--- src/rtl/mips_pkg.sv ---
// Shared definitions for the MIPS front end: fetch FSM encoding, opcode
// constants and the PC step.
package mips_pkg;

    typedef enum logic [1:0] {
        IDLE  = 2'd0,
        REQ   = 2'd1,
        WAIT  = 2'd2,
        VALID = 2'd3
    } fetch_state_t;

    localparam logic [5:0]  OP_RTYPE  = 6'b000000;
    localparam logic [5:0]  OP_LW     = 6'b100011;
    localparam logic [5:0]  OP_SW     = 6'b101011;
    localparam logic [5:0]  OP_BEQ    = 6'b000100;
    localparam logic [31:0] INSTR_NOP = 32'h0000_0000;
    localparam int          PC_INC    = 4;

endpackage

--- src/rtl/fetch_pc.sv ---
// Program counter register with sequential increment and word-aligned
// redirect; a redirect wins over a sequential advance.
module fetch_pc
    import mips_pkg::*;
#(
    parameter int                  PC_WIDTH = 32,
    parameter logic [PC_WIDTH-1:0] RESET_PC = '0
) (
    input  logic                clk,
    input  logic                rst_n,
    input  logic                load_next,
    input  logic                load_target,
    input  logic [PC_WIDTH-1:0] target,
    output logic [PC_WIDTH-1:0] pc
);

    localparam logic [PC_WIDTH-1:0] ALIGN_MASK = ~{{(PC_WIDTH-2){1'b0}}, 2'b11};

    logic [PC_WIDTH-1:0] pc_inc;
    logic [PC_WIDTH-1:0] target_aligned;

    assign pc_inc         = pc + PC_WIDTH'(PC_INC);
    assign target_aligned = target & ALIGN_MASK;

    always_ff @(posedge clk or negedge rst_n) begin
        if (!rst_n) begin
            pc <= RESET_PC;
        end else if (load_target) begin
            pc <= target_aligned;
        end else if (load_next) begin
            pc <= pc_inc;
        end
    end

endmodule

--- src/rtl/fetch_stage.sv ---
// Instruction-fetch stage: single-outstanding imem reads, stall and branch
// redirect, with stale responses discarded after a redirect.
module fetch_stage
    import mips_pkg::*;
#(
    parameter int                  PC_WIDTH = 32,
    parameter logic [PC_WIDTH-1:0] RESET_PC = '0
) (
    input  logic                clk,
    input  logic                rst_n,
    output logic                imem_req,
    output logic [PC_WIDTH-1:0] imem_addr,
    input  logic                imem_ready,
    input  logic [31:0]         imem_rdata,
    input  logic                stall,
    input  logic                branch_taken,
    input  logic [PC_WIDTH-1:0] branch_target,
    output logic                if_valid,
    output logic [31:0]         if_instr,
    output logic [5:0]          if_opcode,
    output logic [PC_WIDTH-1:0] if_pc,
    output logic [PC_WIDTH-1:0] if_pc_plus4
);

    fetch_state_t        state, next_state;
    logic                discard, next_discard;
    logic                load_next, load_target;
    logic                capture, clear_valid;
    logic [PC_WIDTH-1:0] pc;

    fetch_pc #(
        .PC_WIDTH (PC_WIDTH),
        .RESET_PC (RESET_PC)
    ) u_pc (
        .clk         (clk),
        .rst_n       (rst_n),
        .load_next   (load_next),
        .load_target (load_target),
        .target      (branch_target),
        .pc          (pc)
    );

    assign imem_addr   = pc;
    assign if_opcode   = if_instr[31:26];
    assign if_pc_plus4 = if_pc + PC_WIDTH'(PC_INC);

    always_ff @(posedge clk or negedge rst_n) begin
        if (!rst_n) begin
            state   <= IDLE;
            discard <= 1'b0;
        end else begin
            state   <= next_state;
            discard <= next_discard;
        end
    end

    always_ff @(posedge clk or negedge rst_n) begin
        if (!rst_n) begin
            if_valid <= 1'b0;
            if_instr <= INSTR_NOP;
            if_pc    <= RESET_PC;
        end else if (capture) begin
            if_valid <= 1'b1;
            if_instr <= imem_rdata;
            if_pc    <= pc;
        end else if (clear_valid) begin
            if_valid <= 1'b0;
        end
    end

    // A redirect that coincides with an issued request leaves one stale
    // response in flight, which the discard flag swallows.
    always_comb begin
        next_state   = state;
        next_discard = discard;
        load_next    = 1'b0;
        load_target  = 1'b0;
        capture      = 1'b0;
        clear_valid  = 1'b0;
        imem_req     = 1'b0;
        unique case (state)
            IDLE: begin
                next_state = REQ;
            end
            REQ: begin
                imem_req   = 1'b1;
                next_state = WAIT;
                if (branch_taken) begin
                    load_target  = 1'b1;
                    next_discard = 1'b1;
                end
            end
            WAIT: begin
                if (branch_taken) begin
                    load_target = 1'b1;
                    if (imem_ready) begin
                        next_discard = 1'b0;
                        next_state   = REQ;
                    end else begin
                        next_discard = 1'b1;
                    end
                end else if (imem_ready) begin
                    if (discard) begin
                        next_discard = 1'b0;
                        next_state   = REQ;
                    end else begin
                        capture    = 1'b1;
                        load_next  = 1'b1;
                        next_state = VALID;
                    end
                end
            end
            VALID: begin
                if (branch_taken) begin
                    load_target = 1'b1;
                    clear_valid = 1'b1;
                    if (stall) begin
                        next_state = REQ;
                    end else begin
                        imem_req     = 1'b1;
                        next_discard = 1'b1;
                        next_state   = WAIT;
                    end
                end else if (!stall) begin
                    imem_req    = 1'b1;
                    clear_valid = 1'b1;
                    next_state  = WAIT;
                end
            end
            default: next_state = IDLE;
        endcase
    end

endmodule

--- config.mk ---
export PLATFORM = sky130hd
export DESIGN_NAME = fetch_stage
export DESIGN_NICKNAME = d
export VERILOG_FILES = /design/src/rtl/mips_pkg.sv /design/src/rtl/fetch_pc.sv /design/src/rtl/fetch_stage.sv
export SDC_FILE = /design/constraint.sdc
export NUM_CORES = 1
export LEC_CHECK = 0
export CORE_ASPECT_RATIO = 1.75
export CORE_MARGIN = 3
export CORE_UTILIZATION = 39
export CTS_CLUSTER_DIAMETER = 100
export DETAILED_ROUTE_END_ITERATION = 16
export HOLD_SLACK_MARGIN = 0.12
export PLACE_DENSITY = 0.77
export RECOVER_POWER = 25
export SLEW_MARGIN = 5
export SYNTH_ARGS = -nofsm -noshare
export SYNTH_HDL_FRONTEND = slang
export SYNTH_SLANG_ARGS = --single-unit
--- constraint.sdc ---
create_clock -name clk -period 2.15 [get_ports clk]
set_clock_uncertainty 0.2 [all_clocks]
set_input_delay 0.43 -clock clk [delete_from_list [all_inputs] [get_ports clk]]
set_output_delay 0.43 -clock clk [all_outputs]
set_load 0.01 [all_outputs]
==> results of run 1 <==
==> Yosys cell counts (all sizes together) <==
master / count
a32o: 1
and3: 11
buf: 22
and4: 10
a22oi: 3
a211oi: 1
nand3b: 1
nand2b: 1
nor2b: 1
dfrtp: 96
nand4: 19
a21oi: 8
o311ai: 4
conb: 1
a221o: 2
nor3: 8
nand3: 27
and2: 7
or4b: 1
nor4b: 1
nor2: 12
inv: 4
nand2: 226
mux2i: 1
nor4: 2
o22ai: 2
o21a: 1
o21ai: 26
xnor2: 28
a21boi: 2
or3: 3
o211ai: 6
xor2: 15
ha: 2
a31oi: 1
clkbuf: 19
==> per-stage QoR <==
step           power, mW  instances  area, um2
2_1_floorplan       5.47        580       4970
3_3_place_gp        8.93        982       7610
3_5_place_dp        9.15        982       7610
4_1_cts             10.6       1007       7940
5_1_grt             11.2       1013       7990
6_report            10.5       1013       7990
==> metal layers <==
layer	vias up	track usage, %	routed length, um
li1	2444	-	-
met1	2477	25.6	6100
met2	192	44.3	9320
met3	43	3.89	777
met4	0	11.0	649
met5	-	0	0
==> worst paths after layout <==
path,endpoint
worst max-delay path,if_pc_plus4[24]
worst min-delay path,state[0]
worst max register to register,u_pc.pc[28]
worst min register to register,if_instr[11]
max in group asynchronous,if_pc[11]
min in group asynchronous,if_instr[23]
==> critical path, cell delays in order, from the launching register on <==
cell     delay [ns]
dfrtp_1        0.35
nand4_1        0.12
nor3_2         0.17
buf_4          0.14
and4_1         0.20
buf_6          0.14
buf_4          0.12
nand2_2        0.05
xnor2_1        0.14
buf_2          0.15
==> kinds of logic after synthesis <==
group           Yosys count  share of synthesized area [%]
compound gates           57                           7.23
xor+xnor                 43                           7.66
fa+ha+maj                 2                          0.509
buf+inv                  45                           4.71
flops                    96                           48.9
mux                       1                          0.204
other cells               1                         0.0763
simple gates            330                           30.7
==> flip-flops by register name, indices dropped and copies added (netlist names) <==
name / flops
if_instr: 32
if_valid: 1
discard: 1
if_pc: 30
state: 2
u_pc.pc: 30
==> area by class of cell <==
class	instances	area [um2]	share of cell area, %
Antenna cell	1	2.50	0.0313
Clock buffer	10	229	2.86
Clock inverter	6	73.8	0.924
Inverter	4	15.0	0.188
Multi-Input combinational cell	439	2450	30.7
Sequential cell	96	2410	30.1
Tap cell	165	206	2.58
Timing Repair Buffer	292	2610	32.6
==> repair_timing <==
action / 4_1_cts / 5_1_grt
hold endpoints to repair: 30 / 0
hold buffers: 1 / 0
buffers inserted: 8 / 5
resized for setup: 136 / 17
setup endpoints to repair: 36 / 51
pin swaps: 15 / 22
==> power by group <==
group	switching (mW)	leakage (nW)	internal [mW]
logic	2.57	2.40	2.96
registers	0.719	1.19	2.64
clock network	0.732	0.142	0.920
total	4.03	3.74	6.52
==> results.py, run 1 <==
metrics = {
    "global_routing": {
        "grt_pass1_wl_um": 26600,
        "first_global_vias": 5242,
        "antenna_found_initial": 1,
        "grt_usage_pct": 23.6,
        "grt_max_degree": 45,
        "grt_overflow": 0,
    },
    "synth": {
        "yosysWarnings": 0,
        "synthTopCellsByArea": "dfrtp_1 49%, nand2_1 17%, xnor2_1 5.0%, nand3_1 2.7%, xor2_1 2.7%",
        "synth_seq_cells": 96,
        "yosysUniqueCellTypes": 42,
        "yosysTopAreaCell": "dfrtp_1",
        "syn_avg_cell_area_um2": 8.55,
        "ys_seq_area_share_pct": 48.9,
        "syn_area_um2": 4920,
        "syn_inst": 575,
        "yosys.area.top_type_share_pct": 48.9,
    },
    "worst_hold_path": {
        "min-delay-start": "imem_ready",
        "worstHoldPathType": "input pin to flip-flop",
        "whs_path_depth": 4,
    },
    "clock_network": {
        "cts_tree": "done",
        "clk_pin_slew_ns": 0.07,
        "clock_path_buffers": 2,
        "cts_buffers": 9,
        "cts-root-buf": "clkbuf_16",
        "insertion_delay_ns": 0.34,
        "cts.sinks": 96,
        "h-tree-depth": 3,
    },
    "worst_setup_path": {
        "reg2reg_from": "state[0]",
        "r2r_cells": 8,
        "worstPathMaxFanout": 7,
        "start_kind": "flip-flop",
        "worstSetupStartpoint": "if_pc[12]",
        "crit_arrival_ns": 1.93,
        "reg2reg_slack_ns": 0.09,
        "crit_path_end_kind": "output port",
        "path_class": "flip-flop to output port",
        "critPathRequiredTime_ns": 1.52,
    },
    "sta": {
        "setup_slack_ns": -0.411,
        "period_share_pct": 119,
        "finalCriticalPeriod_ns": 2.56,
        "rsz0062_at_grt": "true",
        "tightestPinTransition_ns": 0.785,
        "setup_violations": 23,
        "fin_setup_tns_ns": -5.73,
        "max_freq_mhz": 390,
        "relSlewSlack_pct": 47.7,
        "hold_ws_ns": 0.282,
        "finalHoldViolCount": 0,
        "final_max_slew_viol_count": 0,
    },
    "routing": {
        "wl_per_cell_um": 16.6,
        "via_per_inst": 5.09,
        "detail_route.first_pass.iterations": 5,
        "drc": 0,
        "wl_um": 16800,
        "drt_iter0_markers": 262,
        "postRouteAntennaNets": 0,
        "vias": 5156,
    },
    "layout": {
        "final_cell_mix": "220 x nand2_1, 161 x clkdlybuf4s50_1, 92 x dfrtp_1, 81 x buf_4, 26 x buf_2",
        "final_layout_size_suffix_gt1_share_pct": 21.1,
        "syn2layout_area_growth_pct": 62.6,
        "layout_commonest_cell": "nand2_1",
        "fin_nets": 913,
        "fillers": 1043,
        "utilization_pct": 65.5,
    },
    "power_and_ir_drop": {
        "p_per_area_nw_per_um2": 1320,
        "leakagePower_nw": 3.74,
        "irDropWorstVdd_uv": 720,
    },
    "floorplan": {
        "start_util_pct": 40.3,
        "die_height_um": 155,
        "rows": 53,
        "die_w_um": 90.9,
        "design.core.area_um2": 12200,
        "ioPinCount": 205,
        "fp.dieArea_um2": 14000,
    },
    "run_status": {
        "violations": "setup timing",
        "status": "finished with violations",
    },
    "job": {
        "maxCapViolCount": 0,
    },
    "placement": {
        "gp_congestion": 0.861,
        "dpl_worst_slack_ns": -0.506,
        "hpwl_um": 13000,
        "numPortBuffers": 196,
    },
}
No activity file was read; power rests on OpenSTA's default activity.
==> inputs of run 2 (changes only) <==
--- a/config.mk
+++ b/config.mk
@@ -13,6 +13,7 @@
 export HOLD_SLACK_MARGIN = 0.12
 export PLACE_DENSITY = 0.77
 export RECOVER_POWER = 25
+export REMOVE_ABC_BUFFERS = 1
 export SLEW_MARGIN = 5
 export SYNTH_ARGS = -nofsm -noshare
 export SYNTH_HDL_FRONTEND = slang
==> run 2 against run 1 <==
Net effect: the run still ends with setup timing left; maximum frequency fell by 1.7%; hold slack lost 0.0095 ns; final cell count grew 0.79%; non-clock buffer count grew 9; sequential cell count unchanged; setup slack lost 0.043 ns; sequential share of layout area down 0.75 points; core utilization grew 1.6 points; sequential power hardly changed; register-to-register slack got worse by 0.02 ns; critical path type unchanged; critical endpoint is now if_pc_plus4[28]; largest cell class unchanged.
==> results.py, run 2 (synthesis results as in run 1) <==
metrics = {
    "clock_network": {
        "cts.sinks": 96,
        "cts_buffers": 9,
        "h-tree-depth": 3,
        "insertion_delay_ns": 0.34,
        "clk_pin_slew_ns": 0.06,
        "clock_path_buffers": 2,
        "cts_tree": "done",
        "cts-root-buf": "clkbuf_16",
    },
    "sta": {
        "tightestPinTransition_ns": 0.859,
        "relSlewSlack_pct": 42.7,
        "max_freq_mhz": 384,
        "rsz0062_at_grt": "true",
        "hold_ws_ns": 0.273,
        "setup_violations": 27,
        "finalHoldViolCount": 0,
        "setup_slack_ns": -0.455,
        "final_max_slew_viol_count": 0,
        "finalCriticalPeriod_ns": 2.60,
        "period_share_pct": 121,
    },
    "floorplan": {
        "die_height_um": 155,
        "fp.dieArea_um2": 14000,
        "design.core.area_um2": 12200,
        "ioPinCount": 205,
        "start_util_pct": 40.3,
        "rows": 53,
        "die_w_um": 90.9,
    },
    "global_routing": {
        "antenna_found_initial": 0,
        "first_global_vias": 5395,
        "grt_overflow": 0,
        "grt_usage_pct": 23.7,
        "grt_max_degree": 52,
        "grt_pass1_wl_um": 26700,
    },
    "power_and_ir_drop": {
        "leakagePower_nw": 3.88,
        "irDropWorstVdd_uv": 642,
        "p_per_area_nw_per_um2": 1330,
    },
    "worst_setup_path": {
        "crit_path_end_kind": "output port",
        "critPathSlowestCell": "dfrtp_1",
        "crit_arrival_ns": 1.97,
        "max_stage_delay_ns": 0.34,
        "path_buf_inv": 3,
        "path_class": "flip-flop to output port",
        "critPathRequiredTime_ns": 1.52,
        "cp_top_family": "simple AND/OR/NAND/NOR gates",
        "worstPathMaxFanout": 7,
        "start_kind": "flip-flop",
        "cp_cell_sequence": "nand4_1, nor3_2, buf_4, and4_1, buf_6, nand3_2, xnor2_2, buf_2",
    },
    "layout": {
        "layout_commonest_cell": "nand2_1",
        "final_area_um2": 8180,
        "fin_nets": 922,
        "n_antenna_cell": 0,
        "regMostFlops": "if_instr",
        "final_cells": 1021,
        "utilization_pct": 67.1,
        "syn2layout_area_growth_pct": 66.5,
        "final_layout_size_suffix_gt1_share_pct": 22.4,
        "largest_register_ff_count": 32,
        "reg.largest.list": "if_instr: 32 flops, if_pc: 30 flops, u_pc.pc: 30 flops",
        "final_cell_mix": "219 x nand2_1, 160 x clkdlybuf4s50_1, 95 x dfrtp_1, 83 x buf_4, 28 x buf_2",
    },
    "placement": {
        "hpwl_um": 12500,
        "gp_congestion": 0.883,
        "dp.cells": 984,
        "placed_cell_area_um2": 7560,
        "numPortBuffers": 196,
    },
    "routing": {
        "via_per_inst": 5.06,
        "wl_um": 16800,
        "detail_route.first_pass.iterations": 7,
        "vias": 5162,
        "drc": 0,
        "wl_per_cell_um": 16.4,
        "drt_iter0_markers": 456,
        "postRouteAntennaNets": 0,
    },
    "worst_hold_path": {
        "worstHoldPathType": "flip-flop to flip-flop",
    },
    "job": {
        "maxCapViolCount": 0,
    },
    "run_status": {
        "violations": "setup timing",
        "status": "finished with violations",
    },
}
==> run 2: stage by stage <==
| stage | setup WS [ns] | total power, mW | setup TNS (ns) |
|---|---|---|---|
| 3_5_place_dp | -0.537 | 9.02 | -35.60 |
| 3_3_place_gp | -0.461 | 8.82 | -32.18 |
| 6_report | -0.455 | 10.8 | -7.06 |
| 2_1_floorplan | -2.20 | 5.30 | -127.67 |
| 4_1_cts | -0.365 | 10.7 | -5.63 |
| 5_1_grt | -0.604 | 11.5 | -10.83 |
==> run 2: worst min-delay path: stages (launching register included) <==
cell and delay, ns:
dfrtp_1 0.34, nand2_1 0.05, nand2_1 0.05
==> run 2: cell type report <==
class	instances	area (um2)
Clock inverter	5	104
Sequential cell	96	2400
Inverter	4	15.0
Tap cell	165	206
Fill cell	969	4020
Clock buffer	11	243
Timing Repair Buffer	301	2700
Multi-Input combinational cell	439	2520
==> run 2: repair_timing <==
item                       4_1_cts  5_1_grt
setup endpoints to repair       38       35
gates resized for setup        145       36
buffers inserted                12       10
hold endpoints to repair        30        0
hold buffers                     1        0
pin swaps                       27       22
==> run 2: worst paths after layout <==
check / start / endpoint / slack [ns] / cells past startpoint
worst min register to register: if_instr[8] / if_instr[8] / 0.27 / 2
min in group asynchronous: rst_n / u_pc.pc[13] / 0.54 / 2
worst max register to register: state[1] / u_pc.pc[11] / 0.07 / 5
worst max-delay path: if_pc[11] / if_pc_plus4[28] / -0.45 / 8
max in group asynchronous: rst_n / if_pc[10] / 0.24 / 3
worst min-delay path: if_instr[8] / if_instr[8] / 0.27 / 2
==> run 2: per-layer routing <==
layer | up-vias | part of all wire [%] | global-route usage [%]
met5 | - | 0 | 0
met4 | 0 | 5.3 | 15.4
met3 | 59 | 4.4 | 3.60
met2 | 203 | 56 | 44.1
met1 | 2444 | 35 | 24.3
li1 | 2456 | - | -
==> run 2: report_power, final <==
| part | internal [mW] | switching (mW) |
|---|---|---|
| Combinational | 3.04 | 2.62 |
| Clock | 1.17 | 0.661 |
| Sequential | 2.63 | 0.722 |
==> inputs of run 3 (changes only) <==
--- a/config.mk
+++ b/config.mk
@@ -7,14 +7,13 @@
 export LEC_CHECK = 0
 export CORE_ASPECT_RATIO = 1.75
 export CORE_MARGIN = 3
-export CORE_UTILIZATION = 39
+export CORE_UTILIZATION = 33
 export CTS_CLUSTER_DIAMETER = 100
 export DETAILED_ROUTE_END_ITERATION = 16
-export HOLD_SLACK_MARGIN = 0.12
-export PLACE_DENSITY = 0.77
+export HOLD_SLACK_MARGIN = 0.1
+export PLACE_DENSITY = 0.67
 export RECOVER_POWER = 25
 export REMOVE_ABC_BUFFERS = 1
-export SLEW_MARGIN = 5
 export SYNTH_ARGS = -nofsm -noshare
 export SYNTH_HDL_FRONTEND = slang
 export SYNTH_SLANG_ARGS = --single-unit
==> run 3 against run 2 <==
Net effect: the flow still finishes with violations (setup timing); core utilization decreased by 11 points; critical path depth shrank 1; total power is 2.9% lower; hold slack improved by 0.0014 ns; sequential power about the same; final area down 0.38%; first-iteration DRC count decreased by 40%; clock power down 17%; maximum frequency increased by 3.5%; count of clock-buffer cells in the layout is 1 higher; via count is 2.0% lower; sequential share of layout area rose by 0.11 points.
==> results.py, run 3 (synthesis results as in run 1) <==
metrics = {
    "sta": {
        "finalCriticalPeriod_ns": 2.52,
        "setup_violations": 27,
        "rsz0062_at_grt": "true",
        "max_freq_mhz": 398,
        "relSlewSlack_pct": 39.9,
        "finalHoldViolCount": 0,
        "setup_slack_ns": -0.366,
        "tightestPinTransition_ns": 0.902,
        "period_share_pct": 117,
        "hold_ws_ns": 0.274,
        "final_max_slew_viol_count": 0,
    },
    "layout": {
        "largest_register_ff_count": 32,
        "final_cell_mix": "219 x nand2_1, 163 x clkdlybuf4s50_1, 95 x dfrtp_1, 68 x buf_4, 27 x buf_2",
        "final_layout_size_suffix_gt1_share_pct": 21.9,
        "utilization_pct": 56.2,
        "regMostFlops": "if_instr",
        "reg.largest.list": "if_instr: 32 flops, if_pc: 30 flops, u_pc.pc: 30 flops",
        "syn2layout_area_growth_pct": 65.8,
        "fillers": 1309,
        "layout_commonest_cell": "nand2_1",
        "fin_nets": 907,
    },
    "placement": {
        "dpl_worst_slack_ns": -0.566,
        "gp_congestion": 0.864,
        "hpwl_um": 13100,
        "numPortBuffers": 196,
    },
    "clock_network": {
        "clk_pin_slew_ns": 0.07,
        "clock_path_buffers": 2,
        "h-tree-depth": 3,
        "insertion_delay_ns": 0.34,
        "cts_buffers": 9,
        "cts-root-buf": "clkbuf_16",
        "cts_tree": "done",
        "cts.sinks": 96,
    },
    "routing": {
        "via_per_inst": 4.95,
        "drc": 0,
        "wl_per_cell_um": 16.6,
        "postRouteAntennaNets": 0,
        "drt_iter0_markers": 274,
        "vias": 5060,
        "wl_um": 17000,
        "detail_route.first_pass.iterations": 6,
    },
    "power_and_ir_drop": {
        "finalPower_mw": 10.5,
        "irDropWorstVdd_uv": 532,
        "leakagePower_nw": 3.80,
        "p_per_area_nw_per_um2": 1290,
    },
    "floorplan": {
        "design.core.area_um2": 14500,
        "die_w_um": 98.3,
        "rows": 58,
        "die_height_um": 167,
        "start_util_pct": 33.9,
        "fp.dieArea_um2": 16500,
        "ioPinCount": 205,
    },
    "worst_hold_path": {
        "worstHoldPathType": "flip-flop to flip-flop",
    },
    "global_routing": {
        "grt_usage_pct": 20.4,
        "first_global_vias": 5236,
        "antenna_found_initial": 1,
        "grt_max_degree": 97,
        "grt_overflow": 0,
        "grt_pass1_wl_um": 27000,
    },
    "worst_setup_path": {
        "start_kind": "flip-flop",
        "cp_top_family": "simple AND/OR/NAND/NOR gates",
        "crit_path_end_kind": "output port",
        "crit_arrival_ns": 1.89,
        "max_stage_delay_ns": 0.38,
        "cp_cell_sequence": "ha_2, and2_4, and4_4, buf_4, nand3_4, xnor2_2, buf_2",
        "path_buf_inv": 2,
        "critPathSlowestCell": "dfrtp_1",
        "worstPathMaxFanout": 7,
        "path_class": "flip-flop to output port",
        "critPathRequiredTime_ns": 1.52,
    },
    "run_status": {
        "violations": "setup timing",
        "status": "finished with violations",
    },
    "job": {
        "maxCapViolCount": 0,
    },
}
[run 3: changes by cell type in the layout (fill, tap and decap cells not counted), moves of 4 or more]
cell / previous run / this run
buf_6: 16 / 12
nand3_4: 3 / 7
buf_4: 83 / 68
nand3_2: 7 / 3
[run 3: tightest hold or removal path: stages, from the launching register on]
cell	delay (ns)
dfrtp_1	0.34
nand2_1	0.05
nand2_1	0.05
[run 3: layout make-up]
cell class	count	area, um2	share of cell area (%)
multi-input cells	439	2580	31.7
clock buffers	12	256	3.15
clock inverters	4	28.8	0.353
repair buffers	286	2640	32.4
well taps	180	225	2.76
inverters	4	15.0	0.184
diodes	1	2.50	0.0307
flip-flops and latches	96	2400	29.5
[run 3: path summary, 6_finish.rpt]
check | to | slack, ns | startpoint | depth (start not counted)
min | if_instr[3] | 0.27 | if_instr[3] | 2
min in group asynchronous | if_pc[6] | 0.64 | rst_n | 3
min reg2reg | if_instr[3] | 0.27 | if_instr[3] | 2
max reg2reg | u_pc.pc[30] | 0.01 | discard | 6
max | if_pc_plus4[20] | -0.37 | if_pc[2] | 7
max in group asynchronous | u_pc.pc[30] | 0.50 | rst_n | 3
[run 3: repair_timing]
item                                   in CTS  in global routing
setup buffers                               3                  9
cloned                                      0                  1
setup endpoints to repair                  36                 38
hold buffers                                1                  0
pin swaps                                  28                 28
endpoints found under the hold margin      96                  0
resized for setup                         155                 41
[run 3: per-stage QoR]
| step | instances | TNS [ns] | area (um2) |
|---|---|---|---|
| floorplan | 539 | -127.67 | 4720 |
| global placement | 993 | -29.62 | 7590 |
| detailed placement | 993 | -33.34 | 7590 |
| CTS | 1013 | -5.33 | 7910 |
| global route | 1022 | -8.94 | 8150 |
| finish | 1022 | -5.78 | 8150 |
[run 3: where the power goes]
part / total (mW) / switching (mW) / internal, mW
Combinational: 5.66 / 2.62 / 3.04
Clock: 1.52 / 0.672 / 0.848
Sequential: 3.35 / 0.716 / 2.63
[run 3: metal layers]
metal	part of all wire, %	GRT usage (%)
met1	35	21.2
met3	4.9	3.67
met5	0	0
met4	4.1	10.8
met2	56	38.2
